[config.mk]
export PLATFORM = sky130hd
export DESIGN_NAME = comm_activity_detector
export DESIGN_NICKNAME = d
export VERILOG_FILES = /design/src/rtl/comm_activity_detector.sv
export SDC_FILE = /design/constraint.sdc
export NUM_CORES = 1
export LEC_CHECK = 0
export ABC_AREA = 1
export CAP_MARGIN = 0
export CORE_ASPECT_RATIO = 1.4
export CORE_UTILIZATION = 55
export DETAILED_ROUTE_END_ITERATION = 8
export PLACE_DENSITY = 0.91
export SYNTH_ARGS = -nofsm -noshare
export SYNTH_HDL_FRONTEND = slang
export SYNTH_SLANG_ARGS = --single-unit
[constraint.sdc]
create_clock -name sys_clk -period 1.8 [get_ports sys_clk]
set_input_delay 0.27 -clock sys_clk [delete_from_list [all_inputs] [get_ports sys_clk]]
set_output_delay 0.27 -clock sys_clk [all_outputs]
set_load 0.02 [all_outputs]
[src/rtl/comm_activity_detector.sv]
// Bus activity detector: synchronizes raw SPI/UART pins, detects edges and holds
// comm_active until the bus has been quiet for IDLE_TIMEOUT_US. Define
// COMM_ACTIVITY_LINE_MASK_EN to add a per-line line_mask input.
module comm_activity_detector #(
  parameter int NUM_LINES       = 4,
  parameter int SYS_FREQ_HZ     = 12_000_000,
  parameter int IDLE_TIMEOUT_US = 10,
  parameter int SYNC_STAGES     = 2,
  parameter int COUNT_WIDTH     = 16
) (
  input  logic                   sys_clk,
  input  logic                   rst,
  input  logic [NUM_LINES-1:0]   bus_lines,
  input  logic                   enable,
`ifdef COMM_ACTIVITY_LINE_MASK_EN
  input  logic [NUM_LINES-1:0]   line_mask,
`endif
  output logic                   comm_active,
  output logic                   burst_start,
  output logic [COUNT_WIDTH-1:0] burst_count
);

  localparam int TIMEOUT_CYCLES = (SYS_FREQ_HZ / 1_000_000) * IDLE_TIMEOUT_US;
  localparam int TW = $clog2(TIMEOUT_CYCLES + 1);
  localparam logic [TW-1:0] RELOAD = TW'(TIMEOUT_CYCLES - 1);

  localparam logic [1:0] S_PRIME  = 2'd0;
  localparam logic [1:0] S_IDLE   = 2'd1;
  localparam logic [1:0] S_ACTIVE = 2'd2;

  logic [SYNC_STAGES-1:0][NUM_LINES-1:0] sync_q;
  logic [SYNC_STAGES:0]                  vld_pipe_q;
  logic [NUM_LINES-1:0]                  prev_q, edge_q, mask;
  logic [1:0]                            state_q, state_d;
  logic [TW-1:0]                         cnt_q, cnt_d;
  logic                                  active_q, active_d, start_q, start_d;
  logic [COUNT_WIDTH-1:0]                bcnt_q, bcnt_d;
  logic                                  any_edge;

`ifdef COMM_ACTIVITY_LINE_MASK_EN
  assign mask = line_mask;
`else
  assign mask = '1;
`endif

  // vld_pipe_q marks which synchronizer stages (and finally prev_q) hold real
  // post-reset samples, so reset zeros never read as an edge on lines idling high.
  always_ff @(posedge sys_clk) begin
    if (rst) begin
      sync_q     <= '0;
      vld_pipe_q <= '0;
      prev_q     <= '0;
      edge_q     <= '0;
    end else begin
      sync_q[0] <= bus_lines;
      for (int i = 1; i < SYNC_STAGES; i++) sync_q[i] <= sync_q[i-1];
      vld_pipe_q <= {vld_pipe_q[SYNC_STAGES-1:0], 1'b1};
      prev_q     <= sync_q[SYNC_STAGES-1];
      edge_q     <= (sync_q[SYNC_STAGES-1] ^ prev_q) & {NUM_LINES{vld_pipe_q[SYNC_STAGES]}};
    end
  end

  assign any_edge = (|(edge_q & mask)) && enable && (state_q != S_PRIME);

  always_comb begin
    state_d  = state_q;
    cnt_d    = cnt_q;
    active_d = active_q;
    start_d  = 1'b0;
    bcnt_d   = bcnt_q;
    case (state_q)
      S_PRIME: state_d = S_IDLE;
      S_IDLE: begin
        active_d = 1'b0;
        if (any_edge) begin
          state_d  = S_ACTIVE;
          active_d = 1'b1;
          start_d  = 1'b1;
          cnt_d    = RELOAD;
          if (!(&bcnt_q)) bcnt_d = bcnt_q + COUNT_WIDTH'(1);
        end
      end
      S_ACTIVE: begin
        if (!enable) begin
          state_d  = S_IDLE;
          active_d = 1'b0;
        end else if (any_edge) begin
          cnt_d = RELOAD;
        end else if (cnt_q != '0) begin
          cnt_d = cnt_q - TW'(1);
        end else begin
          state_d  = S_IDLE;
          active_d = 1'b0;
        end
      end
      default: begin
        state_d  = S_IDLE;
        active_d = 1'b0;
      end
    endcase
  end

  always_ff @(posedge sys_clk) begin
    if (rst) begin
      state_q  <= S_PRIME;
      cnt_q    <= '0;
      active_q <= 1'b0;
      start_q  <= 1'b0;
      bcnt_q   <= '0;
    end else begin
      state_q  <= state_d;
      cnt_q    <= cnt_d;
      active_q <= active_d;
      start_q  <= start_d;
      bcnt_q   <= bcnt_d;
    end
  end

  assign comm_active = active_q;
  assign burst_start = start_q;
  assign burst_count = bcnt_q;

endmodule

== Word-level counts from Yosys, hierarchy flattened ==
Index checks and enable logic that the tools add are counted.
Widths: inputs -> output; s select.

* Bits in registers: 46
* Input port bits: 7
* Output and inout port bits: 18
* Logic and storage cells: 54

* Add/sub/neg operators: 2
* Equal/unequal tests: 7
* Mux-type cells: 16
* Bitwise gates (word level): 5
* Reduce and logical (&&, ||, !) cells: 13

{| class="wikitable"
|+ Operators with widths
! kind !! count
|-
| $mux 7 || 4
|-
| $add 16x1->16 const B || 1
|-
| $reduce_and 16->1 || 1
|-
| $pmux 7 s2 || 1
|-
| $ne 3x3->1 const B || 3
|-
| $reduce_and 3->1 || 3
|-
| $mux 2 || 4
|-
| $reduce_bool 7->1 || 1
|-
| $sub 7x1->7 const B || 1
|-
| $mux 1 || 5
|-
| $and 4x4->4 || 1
|-
| $ne 2x2->1 const B || 2
|-
| $pmux 2 s2 || 1
|-
| $reduce_and 4->1 || 1
|-
| $reduce_bool 2->1 || 2
|-
| $reduce_or 4->1 || 1
|-
| $xor 4x4->4 || 1
|-
| $not 1->1 || 3
|-
| $pmux 1 s3 || 1
|-
| $eq 2x1->1 const B || 1
|-
| $eq 2x2->1 const B || 1
|-
| $logic_and 1x1->1 || 2
|-
| $logic_not 2->1 || 1
|-
| $reduce_or 2->1 || 1
|}

== Longest topological paths before layout ==
Gate-level depths: netlist of run 1.

* Word-level depth: 6
* Mapped depth: 11

== Worst setup path after synthesis of run 1 ==
OpenSTA, ideal clock, no wires.

* Kind: register to register
* Start point: register bcnt_q[1] (netlist: burst_count[1])
* End point: register bcnt_q[13] (netlist: burst_count[13])
* Setup time: 68 ps
* Arrival time: 1502 ps
* Required time: 1732 ps
* Path slack: 230 ps
* Stages on the path, launching flop included: 9
* Period minus slack after synthesis: 1570 ps
* Cells stage by stage: dfxtp_1 ha_1 nand2_2 nor2_4 nand4_4 nand2_4 buf_6 nand2_1 a21oi_2

* Longest elaborated chain between the ends: 3

{| class="wikitable"
|+ Ends and longest elaborated chain
! what !! RTL line !! text
|-
| start, declared || 37 || <nowiki>logic [COUNT_WIDTH-1:0] bcnt_q, bcnt_d;</nowiki>
|-
| start signal, assigned || 115 || <nowiki>bcnt_q <= bcnt_d;</nowiki>
|-
| branches (longest 3 deep; another with $add 16x1->16) || -- ||
|}

Several ways; the timed one is not identified.
A chain may end at the register's enable or synchronous reset.

== Worst setup path after layout of run 1 ==
* Start point: register bcnt_q[12] (netlist: burst_count[12])
* End point: output port burst_count[12]

{| class="wikitable"
|+ RTL lines
! what !! RTL line !! text
|-
| end, declared || 20 || <nowiki>output logic [COUNT_WIDTH-1:0] burst_count</nowiki>
|}

No word-level cell between the ends.

==> results of run 1 <==
metrics by stage:
step                      setup slack [ns]  hold slack, ns  instance area [um2]  utilization, %  cells
final                                0.119           0.407                 2560            69.1    380
after detailed placement             0.103           0.399                 2450            66.0    372
after floorplan                      0.230           0.377                 2160               -    309
after global placement               0.155           0.390                 2450            66.0    372
after CTS                            0.106           0.414                 2560            69.1    380
after global routing                0.0194           0.420                 2560            69.1    380
flip-flops by register name, summed over array words and instances (netlist names):
| signal | cells |
|---|---|
| vld_pipe_q | 3 |
| burst_count | 16 |
| sync_q | 8 |
| burst_start | 1 |
| comm_active | 1 |
| edge_q | 4 |
| prev_q | 4 |
| state_q | 2 |
| cnt_q | 7 |
cells in the final DEF (no fill, tap or decap):
cell type and instances:
nand2_2 2, o21ai_0 6, nor2_4 2, nand2_1 76, xnor2_1 1, dfxtp_1 46
nand3_1 25, nand4_4 1, a21oi_2 3, nand3b_1 2, inv_1 39, bufinv_16 1
clkbuf_8 5, o21a_1 4, nand4_1 7, nor2_1 54, buf_4 5, xor2_1 6
ha_1 3, inv_6 1, and3_1 1, inv_2 1, a21boi_0 1, a21oi_1 16
nor2_2 2, clkdlybuf4s50_1 24, clkinv_2 1, nand2_4 1, nand3_2 1, nor2b_1 1
cell families (layout without fill, tap and decap cells):
group | Yosys count | count (layout) | share of synthesized area [%]
AND/OR/NAND/NOR | 175 | 175 | 35.9
buffers and inverters | 48 | 77 | 8.81
flip-flops | 46 | 46 | 42.7
AO/OA/AOI/OAI | 30 | 30 | 8.06
XOR/XNOR | 7 | 7 | 2.84
adder cells (fa/ha/maj) | 3 | 3 | 1.74
synthesized netlist by cell type:
library cell	number	area (um2)
nand3_2	1	10.0
clkbuf_1	5	18.8
a21oi_2	3	26.3
nor2b_1	1	6.26
nand4_4	1	21.3
nor2_2	2	12.5
nor2_4	2	22.5
nand2_2	2	12.5
nor2_1	54	203
buf_6	1	11.3
inv_2	1	3.75
nand2_1	76	285
inv_1	39	146
o21a_1	4	30.0
and3_1	1	6.26
ha_1	3	37.5
buf_2	2	10.0
nand4_1	7	43.8
xor2_1	6	52.6
nand3_1	25	125
dfxtp_1	46	921
a21oi_1	16	80.1
nand2_4	1	11.3
nand3b_1	2	15.0
o21ai_0	6	30.0
a21boi_0	1	7.51
xnor2_1	1	8.76
worst register-to-register path: stages (launching register included):
cell	delay, ns
dfxtp_1	0.41
ha_1	0.25
nand2_2	0.11
nor2_4	0.16
buf_4	0.14
nand2_1	0.06
nor2_1	0.13
inv_1	0.07
nor2_1	0.10
nor2_1	0.05
nor2_1	0.09
routing by layer:
layer	global-route usage [%]	share of wire [%]	up-vias
met5	0	0	-
met4	7.25	1.2	0
met3	5.39	4.6	5
met2	40.6	53	43
met1	26.5	41	894
li1	-	-	1020
path summary, 6_finish.rpt:
check / from / to / slack [ns] / cells past startpoint
max: burst_count[12] / burst_count[12] / 0.12 / 1
min: vld_pipe_q[1] / vld_pipe_q[2] / 0.41 / 2
max reg2reg: burst_count[0] / burst_count[12] / 0.18 / 10
min reg2reg: vld_pipe_q[1] / vld_pipe_q[2] / 0.41 / 2
where the power goes:
group / leakage (nW) / total [mW] / internal (mW) / switching, mW
sequential: 0.375 / 1.09 / 1.06 / 0.0254
clock: 0.0585 / 0.772 / 0.416 / 0.356
combinational: 0.620 / 0.248 / 0.0937 / 0.155
total: 1.05 / 2.11 / 1.57 / 0.536
layout make-up:
cell class,count,area share [%]
clock inverter,3,1.71
inverter,40,5.86
sequential,46,36.0
tap,42,2.05
multi-input combinational,215,40.9
clock buffer,5,2.69
timing repair buffer,29,10.8
==> metrics.yaml, run 1 <==
global_route:
  grt_use_total_pct: 23.3
  grt_max_degree: 33
  grt_pass1_vias: 1738
  grt_pass1_wl_mm: 7.26
  antenna_found_initial: 0
  grt_overflow: 0
floorplan:
  rows: 26
  die_x_um: 54.9
  die_h_um: 76.1
  coreArea_um2: 3710
  num_io_pins: 25
  dieArea_um2: 4180
  initial_utilization_pct: 58.2
setup_path:
  critPathTopFamily: "buffers and inverters"
  start_kind: "register"
  crit_type: "register to output port"
  crit_arrival_ns: 1.41
  worstPathCellList: "clkdlybuf4s50_1"
  path_buf_inv: 1
  critPathCaptureType: "output port"
  cp_slowest_cell: "clkdlybuf4s50_1"
  crit_path_max_incr_delay_ns: 0.65
  cp_max_fo: 6
  cp.required_ns: 1.53
synth:
  synthCells: 309
  synth_seq_cells: 46
  synth.cell_area_um2: 2160
  ys_seq_area_share_pct: 42.7
  synth_nets: 319
  synth.distinct_cells: 27
  avgSynthCellArea_um2: 6.98
  yosysWarnings: 0
routing:
  wl_per_cell_um: 11.7
  routed_wl_mm: 4.46
  drc: 0
  drt_iter0_drc: 66
  viasPerCell: 5.16
  antenna_left: 0
  drt_pre_antenna_iters: 4
  routed-via-count: 1962
run:
  maxCapViolCount: 0
hold_path:
  hold_class: "register to register"
sta:
  clock.fmax_ghz: 0.595
  tightest_slew_ns: 0.374
  finalMaxSlewViolations: 0
  relSlewSlack_pct: 75.1
  setup_viol: 0
  grt_setup_unrepaired: "false"
  hold_viol_final: 0
  tns_ns: 0
  fin_crit_sh_pct: 93.4
  fin_crit_ns: 1.68
  clock_skew_ns: 0.00318
power_and_ir_drop:
  leakagePower_nw: 1.05
  design_power_total_mw: 2.11
  vdd_drop_max_mv: 0.681
  powerDensity_nw_per_um2: 822
cells_and_area:
  diodes: 0
  areaGrowthSynthToFinish_pct: 18.7
  register_area_um2: 921
  multi_input_area_um2: 1050
  nets: 347
  n_fill_cell: 317
  layout-drive-gt1-share_pct: 7.69
cts:
  cts_hold_buffers: 0
  htree_levels: 2
  ctsResizeCount: 0
  cts_setup_buffers: 0
  clkLatencyLatePin_ns: 0.30
  clkSlewWorstSetupHoldPaths_ns: 0.09
  cts_sinks: 46
  cts.path.max_buffers: 2
  cts_made_buffers: 5
  cts_tree: "yes"
  cts_root_buf: "clkbuf_8"
run_status:
  status: "completed"
placed_design:
  port_buffers: 24
  gp_congestion: 0.804
  dp_hpwl_mm: 3.21
No activity file was read; power rests on OpenSTA's default activity.
==> inputs of run 2 (changes only) <==
CORE_ASPECT_RATIO = 0.8   (was 1.4)
REMOVE_ABC_BUFFERS = 1   (was default)
==> run 2 against run 1 <==
Register-to-register slack is essentially flat. Clock skew about the same. Cell area about the same. Via count is 1.2% higher. Critical path type unchanged. First-iteration DRC count is 140% higher. Worst hold slack got worse by 0.00081 ns. Critical endpoint is now burst_count[5]. Highest routed layer unchanged. Clock-buffer cell count unchanged. Worst setup slack worse by 0.019 ns. Global-route usage fell by 0.60 points. Largest power group unchanged. Sequential cell count did not move.
==> metrics.yaml, run 2 (same netlist as run 1, synthesis figures left out) <==
sta:
  tns_ns: 0  # unchanged
  grt_setup_unrepaired: "false"
  tightest_slew_ns: 0.294  # -0.0800 ns
  hold_viol_final: 0  # unchanged
  relSlewSlack_pct: 80.2  # +5.2 points
  fin_crit_ns: 1.70  # +0.0185 ns
  clock_skew_ns: 0.00334  # +0.000156 ns
  finalMaxSlewViolations: 0  # unchanged
  clock.fmax_ghz: 0.588  # -1.1%
  setup_viol: 0  # unchanged
  fin_crit_sh_pct: 94.4  # +1.0 points
setup_path:
  critPathCaptureType: "output port"
  cp_slowest_cell: "clkdlybuf4s50_1"
  start_kind: "register"
  cp_max_fo: 7  # +1
  crit_arrival_ns: 1.43  # +0.02 ns
  cp.required_ns: 1.53  # about the same
  path_buf_inv: 1  # unchanged
  critPathTopFamily: "buffers and inverters"
  worstPathCellList: "clkdlybuf4s50_1"
  crit_path_max_incr_delay_ns: 0.65  # about the same
  crit_type: "register to output port"
cells_and_area:
  largest_reg_flops: 16  # unchanged
  layout-drive-gt1-share_pct: 7.96  # +0.27 points
  multi_input_area_um2: 1050  # unchanged
  finalInstanceArea_um2: 2560  # about the same
  register_area_um2: 921  # unchanged
  postLayoutCoreUtil_pct: 71.4  # +2.3 points
  n_fill_cell: 277  # -13%
  layout_commonest_cell: "nand2_1"
  mostFrequentLayoutCells: "76 x nand2_1, 54 x nor2_1, 46 x dfxtp_1, 39 x inv_1, 25 x nand3_1"
  diodes: 0  # unchanged
  areaGrowthSynthToFinish_pct: 18.7  # about the same
  nets: 348  # +0.29%
power_and_ir_drop:
  design_power_total_mw: 1.99  # -5.5%
  vdd_drop_max_mv: 0.637  # -6.5%
  powerDensity_nw_per_um2: 777  # -5.6%
  leakagePower_nw: 1.04  # -0.91%
global_route:
  antenna_found_initial: 0  # unchanged
  grt_pass1_wl_mm: 7.38  # +1.6%
  grt_max_degree: 24  # -27%
  grt_pass1_vias: 1739  # +0.058%
  grt_overflow: 0  # unchanged
  grt_use_total_pct: 22.7  # -0.60 points
cts:
  ctsResizeCount: 0  # unchanged
  cts.path.max_buffers: 2  # unchanged
  clkSlewWorstSetupHoldPaths_ns: 0.09  # about the same
  cts_tree: "yes"
  cts_hold_buffers: 0  # unchanged
  cts_made_buffers: 5  # unchanged
  cts_setup_buffers: 0  # unchanged
  cts_sinks: 46  # unchanged
  htree_levels: 2  # unchanged
  clkLatencyLatePin_ns: 0.30  # about the same
  cts_root_buf: "clkbuf_8"
run:
  maxCapViolCount: 0  # unchanged
placed_design:
  dpl_cell_area_um2: 2470  # +0.82%
  dp_hpwl_mm: 3.16  # -1.6%
  gp_congestion: 0.867  # +7.8%
  port_buffers: 24  # unchanged
routing:
  viasPerCell: 5.08  # -1.6%
  drt_iter0_drc: 156  # +140%
  drt_pre_antenna_iters: 4  # unchanged
  routed-via-count: 1986  # +1.2%
  wl_per_cell_um: 11.2  # -4.5%
  routed_wl_mm: 4.38  # -1.7%
  antenna_left: 0  # unchanged
  drc: 0  # unchanged
floorplan:
  die_x_um: 72.0  # +31%
  dieArea_um2: 4180  # about the same
  die_h_um: 58.0  # -24%
  num_io_pins: 25  # unchanged
  coreArea_um2: 3590  # -3.2%
  rows: 19  # -27%
  initial_utilization_pct: 60.1  # +1.9 points
run_status:
  status: "completed"
hold_path:
  hold_class: "register to register"
==> run 2: changes by cell type in the layout (fill, tap and decap cells not counted) <==
cell | before | now
bufinv_16 | 1 | 0
clkinvlp_4 | 0 | 1
clkinv_4 | 0 | 1
buf_4 | 5 | 6
clkinv_2 | 1 | 0
==> run 2: cell type report <==
type,count,area share (%)
Multi-Input combinational cell,215,40.9
Sequential cell,46,35.9
Timing Repair Buffer,30,11.1
Inverter,40,5.86
Clock buffer,5,2.69
Tap cell,52,2.54
Clock inverter,3,0.977
==> run 2: worst paths after layout <==
check | start | endpoint | slack (ns) | cells past startpoint
worst max register to register | cnt_q[0] | cnt_q[0] | 0.19 | 11
worst min register to register | vld_pipe_q[0] | vld_pipe_q[1] | 0.41 | 2
worst min-delay path | vld_pipe_q[0] | vld_pipe_q[1] | 0.41 | 2
worst max-delay path | burst_count[5] | burst_count[5] | 0.10 | 1
==> run 2: layer usage <==
metal  wire length [um]  up-vias  share of wire (%)  track usage (%)
met2               2090       57                 48             37.9
met1               1990      899                 45             29.0
met5                  0        -                  0                0
met3                270        5                6.2             5.57
li1                   -     1025                  -                -
met4                 30        0               0.68             7.84
==> run 2: per-stage QoR <==
stage | std cells | worst slack (ns) | hold WS [ns]
after floorplan | 301 | 0.158 | 0.332
after global placement | 383 | 0.159 | 0.389
after detailed placement | 383 | 0.0972 | 0.395
after CTS | 391 | 0.0854 | 0.408
after global routing | 391 | 0.00951 | 0.418
final | 391 | 0.100 | 0.406
==> run 2: where the power goes <==
| group | leakage, nW | internal, mW | total (mW) | switching (mW) |
|---|---|---|---|---|
| combinational | 0.624 | 0.0961 | 0.253 | 0.157 |
| sequential | 0.375 | 1.06 | 1.09 | 0.0249 |
| clock | 0.0447 | 0.280 | 0.651 | 0.371 |
==> inputs of run 3 (changes only) <==
MAX_ROUTING_LAYER = met4   (was default)
==> run 3 against run 2 <==
Final cell count stayed put. Wire length unchanged. Clock-buffer cell count unchanged. Global-route usage increased by 0.71 points. Sequential share of layout area unchanged. Critical path depth stayed put. Sequential cell count did not move. Sequential power hardly changed. Non-clock buffer count unchanged. Clock power is essentially flat. Critical endpoint unchanged. Largest power group unchanged.
==> metrics.yaml, run 3 (same netlist as run 1, synthesis figures left out) <==
setup_path:
  r2r_slack_ns: 0.19  # about the same
  reg2reg_depth: 11  # unchanged
  path_buf_inv: 1  # unchanged
  cp-startpoint: "burst_count[5]"
  critPathCaptureType: "output port"
  critPathTopFamily: "buffers and inverters"
  r2r-end: "cnt_q[0]"
  crit_path_max_incr_delay_ns: 0.65  # about the same
  crit_arrival_ns: 1.43  # about the same
  cp_slowest_cell: "clkdlybuf4s50_1"
  timing.rr.start: "cnt_q[0]"
  cp_max_fo: 7  # unchanged
  crit_type: "register to output port"
  start_kind: "register"
  cp.required_ns: 1.53  # about the same
  worstPathCellList: "clkdlybuf4s50_1"
global_route:
  grt_overflow: 0  # unchanged
  grt_use_total_pct: 23.4  # +0.71 points
  grt_pass1_wl_mm: 7.38  # about the same
  grt_pass1_vias: 1738  # -0.058%
  antenna_found_initial: 0  # unchanged
  grt_max_degree: 24  # unchanged
floorplan:
  rows: 19  # unchanged
  coreArea_um2: 3590  # unchanged
  die_x_um: 72.0  # unchanged
  dieArea_um2: 4180  # unchanged
  die_h_um: 58.0  # unchanged
  initial_utilization_pct: 60.1  # unchanged
  num_io_pins: 25  # unchanged
hold_path:
  hold_class: "register to register"
  hold_start: "vld_pipe_q[0]"
  hold_depth: 2  # unchanged
  hold_path_end: "vld_pipe_q[1]"
placed_design:
  dp_hpwl_mm: 3.16  # unchanged
  gp_congestion: 0.881  # +1.6%
  port_buffers: 24  # unchanged
  dpl_cell_area_um2: 2470  # unchanged
cts:
  cts_hold_buffers: 0  # unchanged
  cts_made_buffers: 5  # unchanged
  clkSlewWorstSetupHoldPaths_ns: 0.09  # about the same
  cts_setup_buffers: 0  # unchanged
  cts.path.max_buffers: 2  # unchanged
  cts_sinks: 46  # unchanged
  htree_levels: 2  # unchanged
  clkLatencyLatePin_ns: 0.30  # about the same
  cts_tree: "yes"
  ctsResizeCount: 0  # unchanged
  cts_root_buf: "clkbuf_8"
sta:
  tightest_slew_ns: 0.294  # unchanged
  fin_crit_sh_pct: 94.4  # about the same
  hold_viol_final: 0  # unchanged
  finalMaxSlewViolations: 0  # unchanged
  clock.fmax_ghz: 0.588  # about the same
  whs_ns: 0.406  # +0.00000900 ns
  grt_setup_unrepaired: "false"
  clock_skew_ns: 0.00334  # +0.00000597 ns
  fin_crit_ns: 1.70  # -0.000174 ns
  relSlewSlack_pct: 80.2  # unchanged
  tns_ns: 0  # unchanged
  setup_viol: 0  # unchanged
routing:
  routed_wl_mm: 4.38  # unchanged
  drt_iter0_drc: 156  # unchanged
  drc: 0  # unchanged
  routed-via-count: 1986  # unchanged
  antenna_left: 0  # unchanged
  viasPerCell: 5.08  # unchanged
  wl_per_cell_um: 11.2  # unchanged
  drt_pre_antenna_iters: 4  # unchanged
cells_and_area:
  layout_commonest_cell: "nand2_1"
  largest_reg_flops: 16  # unchanged
  multi_input_area_um2: 1050  # unchanged
  n_fill_cell: 277  # unchanged
  areaGrowthSynthToFinish_pct: 18.7  # unchanged
  layout-drive-gt1-share_pct: 7.96  # unchanged
  mostFrequentLayoutCells: "76 x nand2_1, 54 x nor2_1, 46 x dfxtp_1, 39 x inv_1, 25 x nand3_1"
  finalInstanceArea_um2: 2560  # unchanged
  nets: 348  # unchanged
  diodes: 0  # unchanged
  register_area_um2: 921  # unchanged
power_and_ir_drop:
  powerDensity_nw_per_um2: 777  # about the same
  leakagePower_nw: 1.04  # unchanged
  vdd_drop_max_mv: 0.637  # about the same
  design_power_total_mw: 1.99  # about the same
run:
  maxCapViolCount: 0  # unchanged
run_status:
  status: "completed"
run 3: worst register-to-register path: stages, from the launching register on:
cell and delay (ns):
dfxtp_1 0.31, inv_1 0.12, ha_1 0.17, inv_1 0.04, nor2_1 0.08, nand3_1 0.09, nand2_1 0.10, nand3_1 0.18
nand2_2 0.22, nand2_1 0.09, nand2_1 0.08, nor2_1 0.04
run 3: how the worst max path moves through the flow:
stage | to | slack, ns | cells after the start
finish | burst_count[5] | 0.10 | 1
global route | cnt_q[0] | 0.01 | 11
CTS | burst_count[5] | 0.09 | 1
detailed placement | burst_count[10] | 0.1 | 7
global placement | burst_count[10] | 0.16 | 7
floorplan | burst_count[0] | 0.16 | 8
run 3: area by class of cell:
class | instances | share of cell area, %
Multi-Input combinational cell | 215 | 40.9
Sequential cell | 46 | 35.9
Timing Repair Buffer | 30 | 11.1
Inverter | 40 | 5.86
Clock buffer | 5 | 2.69
Tap cell | 52 | 2.54
Clock inverter | 3 | 0.977
run 3: per-layer routing:
| metal | share of wire [%] | GRT usage, % |
|---|---|---|
| met1 | 45 | 29.0 |
| met2 | 48 | 37.9 |
| met3 | 6.1 | 5.57 |
| met5 | 0 | - |
| met4 | 0.78 | 7.84 |
run 3: power by group:
| group | internal [mW] | switching [mW] | total (mW) | leakage (nW) |
|---|---|---|---|---|
| combinational | 0.0961 | 0.157 | 0.253 | 0.624 |
| sequential | 1.06 | 0.0249 | 1.09 | 0.375 |
| clock | 0.280 | 0.371 | 0.651 | 0.0447 |
| total | 1.44 | 0.553 | 1.99 | 1.04 |
run 3: per-stage QoR:
step	worst slack (ns)	utilization, %	cells
2_1_floorplan	0.158	-	301
3_3_place_gp	0.159	68.8	383
3_5_place_dp	0.0972	68.8	383
4_1_cts	0.0854	71.4	391
5_1_grt	0.00951	71.4	391
6_report	0.101	71.4	391
